[src/rtl/n1_pkg.sv]
// Shared constants and loader state encoding for the serial program loader.
// Optional checksum support is enabled by defining PROG_LOADER_CSUM_EN.
package n1_pkg;
    localparam int RAM_WORDS = 127;
    localparam int ADDR_W    = $clog2(RAM_WORDS);

    typedef enum logic [2:0] {
        ST_LEN, ST_HI, ST_LO, ST_WRITE, ST_CSUM, ST_DONE, ST_ERR
    } ld_state_e;
endpackage

[src/rtl/n1_xor_acc.sv]
// Byte-wide XOR accumulator with synchronous clear and enable.
// Used by prog_loader only when PROG_LOADER_CSUM_EN is defined.
module n1_xor_acc (
    input  logic       clk,
    input  logic       rst,
    input  logic       clr,
    input  logic       en,
    input  logic [7:0] din,
    output logic [7:0] acc
);
    always_ff @(posedge clk) begin
        if (rst || clr)
            acc <= 8'h00;
        else if (en)
            acc <= acc ^ din;
    end
endmodule

[src/rtl/prog_loader.sv]
// Serial byte-stream program loader: LEN, N big-endian words, optional CSUM byte.
// Define PROG_LOADER_CSUM_EN to enable the trailing XOR checksum byte.
module prog_loader #(
    parameter int RAM_WORDS = n1_pkg::RAM_WORDS,
    parameter int ADDR_W    = $clog2(RAM_WORDS)
) (
    input  logic              clk,
    input  logic              rst,
    input  logic [7:0]        in_data,
    input  logic              in_valid,
    output logic              in_ready,
    output logic              mem_we,
    output logic [ADDR_W-1:0] mem_addr,
    output logic [15:0]       mem_wdata,
    output logic              cpu_rst,
    output logic              done,
    output logic              err
);
    import n1_pkg::*;

    ld_state_e         state, state_nx;
    logic [ADDR_W-1:0] last_addr;
    logic [7:0]        hi_q, lo_q;
    logic              accept, len_bad, last_word;

    assign accept    = in_valid && in_ready;
    assign len_bad   = (in_data == 8'd0) || (32'(in_data) > RAM_WORDS);
    assign last_word = (mem_addr == last_addr);
    assign mem_wdata = {hi_q, lo_q};

`ifdef PROG_LOADER_CSUM_EN
    logic [7:0] csum_acc;
    logic       acc_clr, acc_en;

    assign acc_clr = (state == ST_LEN) && accept;
    assign acc_en  = ((state == ST_HI) || (state == ST_LO)) && accept;

    n1_xor_acc u_xor_acc (
        .clk (clk),
        .rst (rst),
        .clr (acc_clr),
        .en  (acc_en),
        .din (in_data),
        .acc (csum_acc)
    );
`endif

    always_ff @(posedge clk) begin
        if (rst)
            state <= ST_LEN;
        else
            state <= state_nx;
    end

    always_comb begin
        state_nx = state;
        in_ready = 1'b0;
        mem_we   = 1'b0;
        cpu_rst  = 1'b1;
        done     = 1'b0;
        err      = 1'b0;
        case (state)
            ST_LEN: begin
                in_ready = 1'b1;
                if (accept) state_nx = len_bad ? ST_ERR : ST_HI;
            end
            ST_HI: begin
                in_ready = 1'b1;
                if (accept) state_nx = ST_LO;
            end
            ST_LO: begin
                in_ready = 1'b1;
                if (accept) state_nx = ST_WRITE;
            end
            ST_WRITE: begin
                mem_we = 1'b1;
`ifdef PROG_LOADER_CSUM_EN
                state_nx = last_word ? ST_CSUM : ST_HI;
`else
                state_nx = last_word ? ST_DONE : ST_HI;
`endif
            end
`ifdef PROG_LOADER_CSUM_EN
            ST_CSUM: begin
                in_ready = 1'b1;
                if (accept) state_nx = (in_data == csum_acc) ? ST_DONE : ST_ERR;
            end
`endif
            ST_DONE: begin
                done    = 1'b1;
                cpu_rst = 1'b0;
            end
            ST_ERR: begin
                err = 1'b1;
            end
            default: state_nx = ST_LEN;
        endcase
    end

    // The address is held on the final write so it never points past the last valid word.
    always_ff @(posedge clk) begin
        if (rst) begin
            mem_addr  <= '0;
            last_addr <= '0;
            hi_q      <= 8'h00;
            lo_q      <= 8'h00;
        end else begin
            if (state == ST_LEN && accept) begin
                mem_addr  <= '0;
                last_addr <= ADDR_W'(in_data - 8'd1);
            end
            if (state == ST_HI && accept) hi_q <= in_data;
            if (state == ST_LO && accept) lo_q <= in_data;
            if (state == ST_WRITE && !last_word) mem_addr <= mem_addr + 1'b1;
        end
    end
endmodule

[config.mk]
export PLATFORM = sky130hd
export DESIGN_NAME = prog_loader
export DESIGN_NICKNAME = d
export VERILOG_FILES = /design/src/rtl/n1_pkg.sv /design/src/rtl/n1_xor_acc.sv /design/src/rtl/prog_loader.sv
export SDC_FILE = /design/constraint.sdc
export NUM_CORES = 1
export LEC_CHECK = 0
export CORE_UTILIZATION = 25
export CTS_CLUSTER_DIAMETER = 30
export DETAILED_ROUTE_END_ITERATION = 8
export GPL_ROUTABILITY_DRIVEN = 0
export PLACE_DENSITY_LB_ADDON = 0.1
export SLEW_MARGIN = 20
export SYNTH_ARGS = -nofsm -noshare
export SYNTH_HDL_FRONTEND = slang
export SYNTH_HIERARCHICAL = 1
export SYNTH_SLANG_ARGS = --single-unit
[constraint.sdc]
create_clock -name clk -period 2.25 [get_ports clk]
set_input_delay 0.45 -clock clk [delete_from_list [all_inputs] [get_ports clk]]
set_output_delay 0.45 -clock clk [all_outputs]
set_load 0.005 [all_outputs]
Word level (Yosys, flattened, before mapping)
Index checks and enable logic that the tools add are counted.

word-level totals
  logic and storage cells = 44
  memory bits (read-only) = 0
  bits in latches = 0
  flip-flop bits (word level) = 33
  memories = 0
  bits in writable memories = 0
  output and inout port bits = 28

cells by class
  bitwise logic cells = 1
  multiply operators = 0
  eq/ne operators = 9
  $add $sub $neg = 2
  $lt $le $gt $ge = 1
  reduce and logical (&&, ||, !) cells = 13
  shift operators = 0
  mux-type cells = 13
  divide/modulo/power cells = 0

operators with widths
  cell                   count
  $mux W3                5
  $pmux W3 S5            1
  $mux W7                2
  $gt A8 B7 Y1 const B   1
  $logic_not A8 Y1       1
  $add A7 B1 Y7 const B  1
  $eq A7 B7 Y1           1
  $sub A7 B1 Y7 const B  1
  $eq A3 B2 Y1 const B   2
  $eq A3 B3 Y1 const B   2
  $ne A2 B2 Y1 const B   3
  $logic_and A1 B1 Y1    5
  $mux W1                5
  $reduce_and A4 Y1      1
  $eq A3 B1 Y1 const B   1
  $logic_not A3 Y1       1
  $reduce_or A3 Y1       1
  $reduce_bool A2 Y1     1
  $reduce_or A2 Y1       1
  $logic_not A1 Y1       1
  $logic_or A1 B1 Y1     1
  $not A1 Y1             1

Depth between registers and ports, before layout
Gate-level depths: netlist of run 1.

  word-level depth = 7
  mapped depth = 7
  mapped depth without buffers = 6

Worst setup path before layout of run 1
Ideal clock, no wire load.

  path kind = reg2reg
  start point = register mem_addr[4]
  end point = register mem_addr[2]
  clock period less this slack = 1,518 ps
  stages on the path, launching flop included = 6
  setup time = 120 ps
  data required time = 2,130 ps
  path buffers = 0
  path slack = 732 ps
  data arrival time = 1,398 ps
  cell sequence = dfxtp_1 > xnor2_1 > nand4_2 > o311ai_4 > nor3b_1 > a211o_1

between the ends
  cells in the longest elaborated chain, start to end = 4
  elaborated cells between the ends (all ways) = 5

ends and longest elaborated chain
  element                                               line                text
  start: declaration                                    prog_loader.sv:13   output logic [ADDR_W-1:0] mem_addr,
  start signal: assignment                              prog_loader.sv:114  if (state == ST_WRITE && !last_word) mem_addr <= mem_addr + 1'b1;
  $eq A7 B7 Y1 *                                        prog_loader.sv:28   assign last_word = (mem_addr == last_addr);
  $logic_not A1 Y1 *                                    prog_loader.sv:114
  $logic_and A1 B1 Y1 *                                 prog_loader.sv:114
  $mux W7 / $reduce_bool A2 Y1 (equally long branches)  --

Mark *: on every way between the ends. The rest lies on a longest branch, timed or not.
A chain may end at the register's enable or synchronous reset.

Worst setup path after layout of run 1
  start point = register state[1]
  end point = output mem_we

between the ends
  cells in the longest elaborated chain, start to end = 2

ends and longest elaborated chain
  element                   line               text
  start: declaration        prog_loader.sv:21  ld_state_e state, state_nx;
  start signal: assignment  prog_loader.sv:52  state <= state_nx;
  $eq A3 B2 Y1              prog_loader.sv:62  case (state)
  $mux W1                   prog_loader.sv:62
  end: declaration          prog_loader.sv:12  output logic mem_we,

No other way between the ends.

==> key figures, run 1 <==
Final layout
  • Final core utilization: 36.8%
  • Diode count: 0
  • Layout area overhead: 39.4%
  • Share of cells above drive strength 1: 14.3%
  • Nets: 244
  • Fill count: 681
  • Non-filler cells, final: 306
  • Design Area, Final: 0.00222 mm2

Drt
  • Final ANT Viol Nets: 0
  • WL/cell: 13.1 um
  • Via Count: 1,375
  • DRC viols: 0
  • Vias per cell: 4.49
  • Drt first pass iters: 4
  • 1st-iter DRT viols: 22
  • Total wire length: 3.99 mm

Clock network
  • Inserted Clock Buffers: 5
  • CTS Hold Bufs: 0
  • PostCTS Resize Cnt: 2
  • Post-CTS Setup Inserts: 0
  • Clock sinks: 33
  • Clk Latency, worst-skew pair: 280 ps
  • Number of H-tree levels: 2
  • CTS Buffer Depth: 2
  • Clock root buffer: clkbuf_8
  • CTS tree: built
  • CTS clk-pin slew, worst paths: 70 ps

Critical path
  • Crit path launch type: register
  • Reg-to-Reg End: mem_addr[2]
  • Critical Path Start: state[1]
  • CP endpoint kind: output port
  • R2R setup slack: 560 ps
  • Crit Path Class: register to output port
  • Crit path DAT: 1680 ps
  • Crit-path max FO: 10
  • Worst r2r path cells: 5
  • Crit Reg-Reg Startpoint: mem_addr[4]
  • WP data required: 1800 ps

Outcome
  • Status: completed

Die
  • Core area: 0.00603 mm2
  • Io pins: 39
  • Starting density of the core: 26.4%
  • # rows: 28
  • Die Y: 81.8 um
  • Die width: 81.8 um
  • Die ar.: 0.00669 mm2

Yosys
  • Ys async rst share: 0%
  • Main synth FF type: dfxtp_1
  • Sequential-to-total area share from yosys stat: 41.5%
  • Net count after synthesis: 194
  • Synth area leaders: dfxtp_1 (42%), nand2_1 (6.4%), mux2i_1 (5.7%)
  • Top-area cell type share of the netlist area: 41.5%
  • Top-count cell post-synth: dfxtp_1
  • Synth area leader: dfxtp_1
  • Number of warnings issued by yosys: 6
  • Mapped Area: 0.00159 mm2
  • Most frequent cells after synthesis: dfxtp_1 (33), nand2_1 (27), nor2_1 (24), a21oi_1 (12)
  • Post-synth EDFFs: 0
  • Synthesized area per cell: 8.84 um2
  • Yosys reg bits: 33
  • Syn Inst Count: 180
  • Cell variety after synth: 39

Timing
  • Worst Skew: 6.81 ps
  • # setup viols final: 0
  • Max Slew Vio Count: 0
  • RSZ-0062 raised after global routing: no
  • Worst slew margin: 74.3%
  • Crit share post-route: 94.7%
  • Fmax: 469 MHz
  • Worst Max-Slew Pin Slew: 385 ps
  • Tmin final: 2130 ps
  • Hold slack: 454 ps
  • PnR worst setup slack: 120 ps
  • Fin Setup TNS: 0 ps
  • Final hold viol count: 0

GRT
  • Global-route track usage on met1: 17.9%
  • GR Overflow Total: 0
  • Largest net degree at the start of global routing: 26
  • Vias in the first global route: 1,333
  • Most used routing layer: met2
  • Met3 Resource Use GR: 4.11%
  • Initial antenna violation count: 0
  • Total Routing Usage GR: 13.3%
  • Routing usage on met2: 20.4%
  • First-pass GRT wire length: 6.64 mm

Pwr
  • Worst vdd ir: 0.317 mV
  • Leak Pwr: 0.827 nW
  • Pwr dens: 617 mW/mm2
  • Pwr Total: 1.37 mW

Job
  • Max Cap Viol: 0

Min path
  • Hold Path Cell Cnt: 2
  • Hold endpoint: hi_q[3]
  • Hold Startpoint: hi_q[3]
  • Min-Delay Path Class: register to register

Place
  • Placed Instance Area: 0.00211 mm2
  • Placed instance count: 298
  • PortBufs: 38
  • Worst slack, placed: 103 ps
  • Dpl hpwl: 2.95 mm
==> sequential cells by signal, indices dropped and copies added, names as in the netlist <==
signal,cells
hi_q,8
last_addr,7
state,3
mem_addr,7
lo_q,8
==> final cells by class <==
type / count / area [um2] / area share, %
Clock buffer: 7 / 96.3 / 4.34
Clock inverter: 1 / 5.00 / 0.226
Inverter: 7 / 26.3 / 1.18
Multi-Input combinational cell: 133 / 863 / 38.9
Sequential cell: 33 / 663 / 29.9
Tap cell: 75 / 93.8 / 4.23
Timing Repair Buffer: 50 / 470 / 21.2
==> how the worst max path moves through the flow <==
| stage | to | slack [ps] | cells past startpoint |
|---|---|---|---|
| global placement | state[2] | 140 | 7 |
| global route | mem_we | 2 | 4 |
| detailed placement | state[2] | 100 | 7 |
| finish | mem_we | 120 | 4 |
| floorplan | mem_addr[2] | 730 | 5 |
| CTS | mem_we | 90 | 4 |
==> placed cells by master (no fill, tap or decap), drive strengths merged, types with 9 or more instances in the layout <==
cell type,Yosys,routed
mux2i,9,9
nor2,24,24
nand2,27,27
xnor2,11,11
clkdlybuf4s50,0,38
a21oi,12,12
dfxtp,33,33
buf,4,12
==> where the power goes <==
group	switching (mW)	leakage [nW]	internal, mW
sequential	0.0291	0.269	0.615
combinational	0.113	0.503	0.115
clock	0.219	0.0542	0.277
total	0.361	0.827	1.01
==> worst max-delay path, cell delays in order, from the launching register on <==
cell and delay (ps):
dfxtp_2 430, nand2_1 80, or2_1 270, inv_2 120
clkdlybuf4s50_1 510
==> metal layers <==
layer | vias up | wire length [um]
met3 | 5 | 220
met5 | - | 0
li1 | 709 | -
met4 | 0 | 40
met1 | 626 | 2020
met2 | 35 | 1710
==> cells by family after synthesis <==
kind of cell | count (synthesis) | share of synthesized area, %
fa+ha+maj | 3 | 2.36
mux | 10 | 6.37
xor+xnor | 13 | 8.57
compound gates | 30 | 13.8
buf+inv | 14 | 4.24
flops | 33 | 41.5
simple gates | 77 | 23.2
(Power assumes the default switching activity.)
==> run 2: changes to the inputs <==
--- a/config.mk
+++ b/config.mk
@@ -8,7 +8,6 @@
 export CORE_UTILIZATION = 25
 export CTS_CLUSTER_DIAMETER = 30
 export DETAILED_ROUTE_END_ITERATION = 8
-export GPL_ROUTABILITY_DRIVEN = 0
 export PLACE_DENSITY_LB_ADDON = 0.1
 export SLEW_MARGIN = 20
 export SYNTH_ARGS = -nofsm -noshare
==> results of run 2 <==
Same layout as run 1: the final DEF is identical, and so are final timing and power.
==> run 3: changes to the inputs <==
--- a/config.mk
+++ b/config.mk
@@ -5,7 +5,7 @@
 export SDC_FILE = /design/constraint.sdc
 export NUM_CORES = 1
 export LEC_CHECK = 0
-export CORE_UTILIZATION = 25
+export CORE_UTILIZATION = 30
 export CTS_CLUSTER_DIAMETER = 30
 export DETAILED_ROUTE_END_ITERATION = 8
 export PLACE_DENSITY_LB_ADDON = 0.1
==> key figures, run 3 (synthesis results as in run 1) <==
Outcome
  • Status: completed

Final layout
  • Diode count: 0 (unchanged)
  • Most common cell after layout, fill and taps aside: clkdlybuf4s50_1
  • Largest registers: hi_q x8, lo_q x8
  • Most frequent cells in the layout: clkdlybuf4s50_1 (38), dfxtp_1 (31), nand2_1 (27)
  • Final core utilization: 42.0% (+5.2 points)
  • Non-filler cells, final: 294 (-3.9%)
  • Fill count: 542 (-20%)
  • Share of cells above drive strength 1: 11.6% (-2.7 points)
  • Nets: 239 (-2.0%)
  • Layout area overhead: 34.9%

Drt
  • 1st-iter DRT viols: 60 (+170%)
  • Vias per cell: 4.67 (+4.0%)
  • Drt first pass iters: 4 (unchanged)
  • Via Count: 1,374 (-0.073%)
  • Total wire length: 3.70 mm (-7.4%)
  • WL/cell: 12.6 um (-3.6%)
  • DRC viols: 0 (unchanged)
  • Final ANT Viol Nets: 0 (unchanged)

GRT
  • Total Routing Usage GR: 15.0% (+1.7 points)
  • Initial antenna violation count: 0 (unchanged)
  • Largest net degree at the start of global routing: 26 (unchanged)
  • Vias in the first global route: 1,335 (+0.15%)
  • GR Overflow Total: 0 (unchanged)
  • First-pass GRT wire length: 6.18 mm (-7.1%)

Place
  • Dpl hpwl: 2.86 mm (-3.3%)
  • PortBufs: 38 (unchanged)
  • GPL Wtd Cong: 0.768
  • Placed instance count: 288 (-3.4%)

Timing
  • Tmin final: 2100 ps (-32.0 ps)
  • Worst Max-Slew Pin Slew: 488 ps (+104 ps)
  • Crit share post-route: 93.3% (-1.4 points)
  • # setup viols final: 0 (unchanged)
  • Final hold viol count: 0 (unchanged)
  • Worst slew margin: 67.3% (-7.0 points)
  • Fmax: 477 MHz (+1.5%)
  • Worst Skew: 8.39 ps (+1.58 ps)
  • RSZ-0062 raised after global routing: no
  • Fin Setup TNS: 0 ps (unchanged)
  • Max Slew Vio Count: 0 (unchanged)

Critical path
  • Bufs and invs on worst path: 2 (unchanged)
  • CP endpoint kind: output port
  • Cell at the slowest stage of the critical path: clkdlybuf4s50_1
  • CP Cell Sequence: nand2_1 > or2_1 > inv_2 > clkdlybuf4s50_1
  • WP data required: 1800 ps (about the same)
  • Crit path launch type: register
  • Crit Reg-Reg Startpoint: mem_addr[4]
  • Crit-path max FO: 10 (unchanged)
  • Critical Path Start: state[1]
  • Crit Path Class: register to output port
  • Crit path max-delay family: buffers and inverters
  • Critical Path Max Stage Delay: 510 ps (about the same)
  • Worst r2r path cells: 5 (unchanged)
  • Crit path DAT: 1650 ps (-30 ps)
  • Worst path depth: 4 (unchanged)

Clock network
  • Inserted Clock Buffers: 5 (unchanged)
  • CTS tree: built
  • CTS Buffer Depth: 2 (unchanged)
  • CTS clk-pin slew, worst paths: 60 ps (about the same)
  • Clock root buffer: clkbuf_8
  • CTS Hold Bufs: 0 (unchanged)
  • Clk Latency, worst-skew pair: 280 ps (about the same)
  • Number of H-tree levels: 2 (unchanged)
  • Clock sinks: 33 (unchanged)

Pwr
  • Pwr dens: 589 mW/mm2 (-4.5%)
  • Worst vdd ir: 0.245 mV (-23%)
  • Leak Pwr: 0.788 nW (-4.7%)

Die
  • Die Y: 74.8 um (-8.5%)
  • Starting density of the core: 31.2% (+4.7 points)
  • Core area: 0.00511 mm2 (-15%)
  • Io pins: 39 (unchanged)
  • Die width: 74.8 um (-8.5%)
  • Die ar.: 0.00560 mm2 (-16%)
  • # rows: 26 (-7.1%)

Job
  • Max Cap Viol: 0 (unchanged)

Min path
  • Min-Delay Path Class: register to register
  • Hold Path Cell Cnt: 2 (unchanged)
  • Hold Startpoint: hi_q[6]
[run 3: changes by cell type in the layout (fill, tap and decap cells not counted), sizes merged]
| cell | previous run | this run |
|---|---|---|
| buf | 12 | 7 |
| clkbuf | 7 | 5 |
[run 3: metal layers]
layer / GRT usage (%) / vias up / part of all wire (%)
met2: 25.6 / 36 / 50
met4: 5.66 / 0 / 0.49
met5: 0 / - / 0
met1: 17.3 / 637 / 43
met3: 5.35 / 2 / 5.9
li1: - / 699 / -
[run 3: worst register-to-register path, cell delays in order, from the launching register on]
cell and delay [ps]:
dfxtp_1 460, xnor2_1 170, nand4_2 170, o311ai_4 390, nor3b_1 110, a211o_1 280
[run 3: where the power goes]
group          internal (mW)  switching (mW)  total [mW]  leakage, nW
Combinational          0.108           0.111       0.219        0.479
Clock                  0.203           0.198       0.401       0.0399
Sequential             0.615          0.0282       0.644        0.269
Total                  0.926           0.337        1.26        0.788
[run 3: final timing paths]
check           endpoint  slack (ps)
min              hi_q[6]         460
max               mem_we         150
max reg2reg  mem_addr[2]         580
min reg2reg      hi_q[6]         460
[run 3: final cells by class]
cell class                 count  area, um2  share of cell area, %
tap                           70       87.6                   4.08
clock inverter                 1       5.00                  0.233
multi-input combinational    133        863                   40.2
timing repair buffer          45        433                   20.2
inverter                       7       26.3                   1.22
clock buffer                   5       68.8                   3.21
sequential                    33        663                   30.9
[run 3: timing repair]
item                       4_1_cts  5_1_grt
gates resized for setup          0        2
setup buffers                    0        0
setup endpoints to repair        0        1
[run 3: per-stage QoR]
| step | hold WS, ps | total power [mW] | cell area (um2) | setup slack (ps) |
|---|---|---|---|---|
| detailed placement | 451 | 0.878 | 2070 | 138 |
| global placement | 449 | 0.874 | 2070 | 172 |
| floorplan | 453 | 0.788 | 1590 | 732 |
| finish | 455 | 1.26 | 2150 | 152 |
| CTS | 460 | 1.29 | 2140 | 23.5 |
| global route | 478 | 1.34 | 2150 | 49.1 |
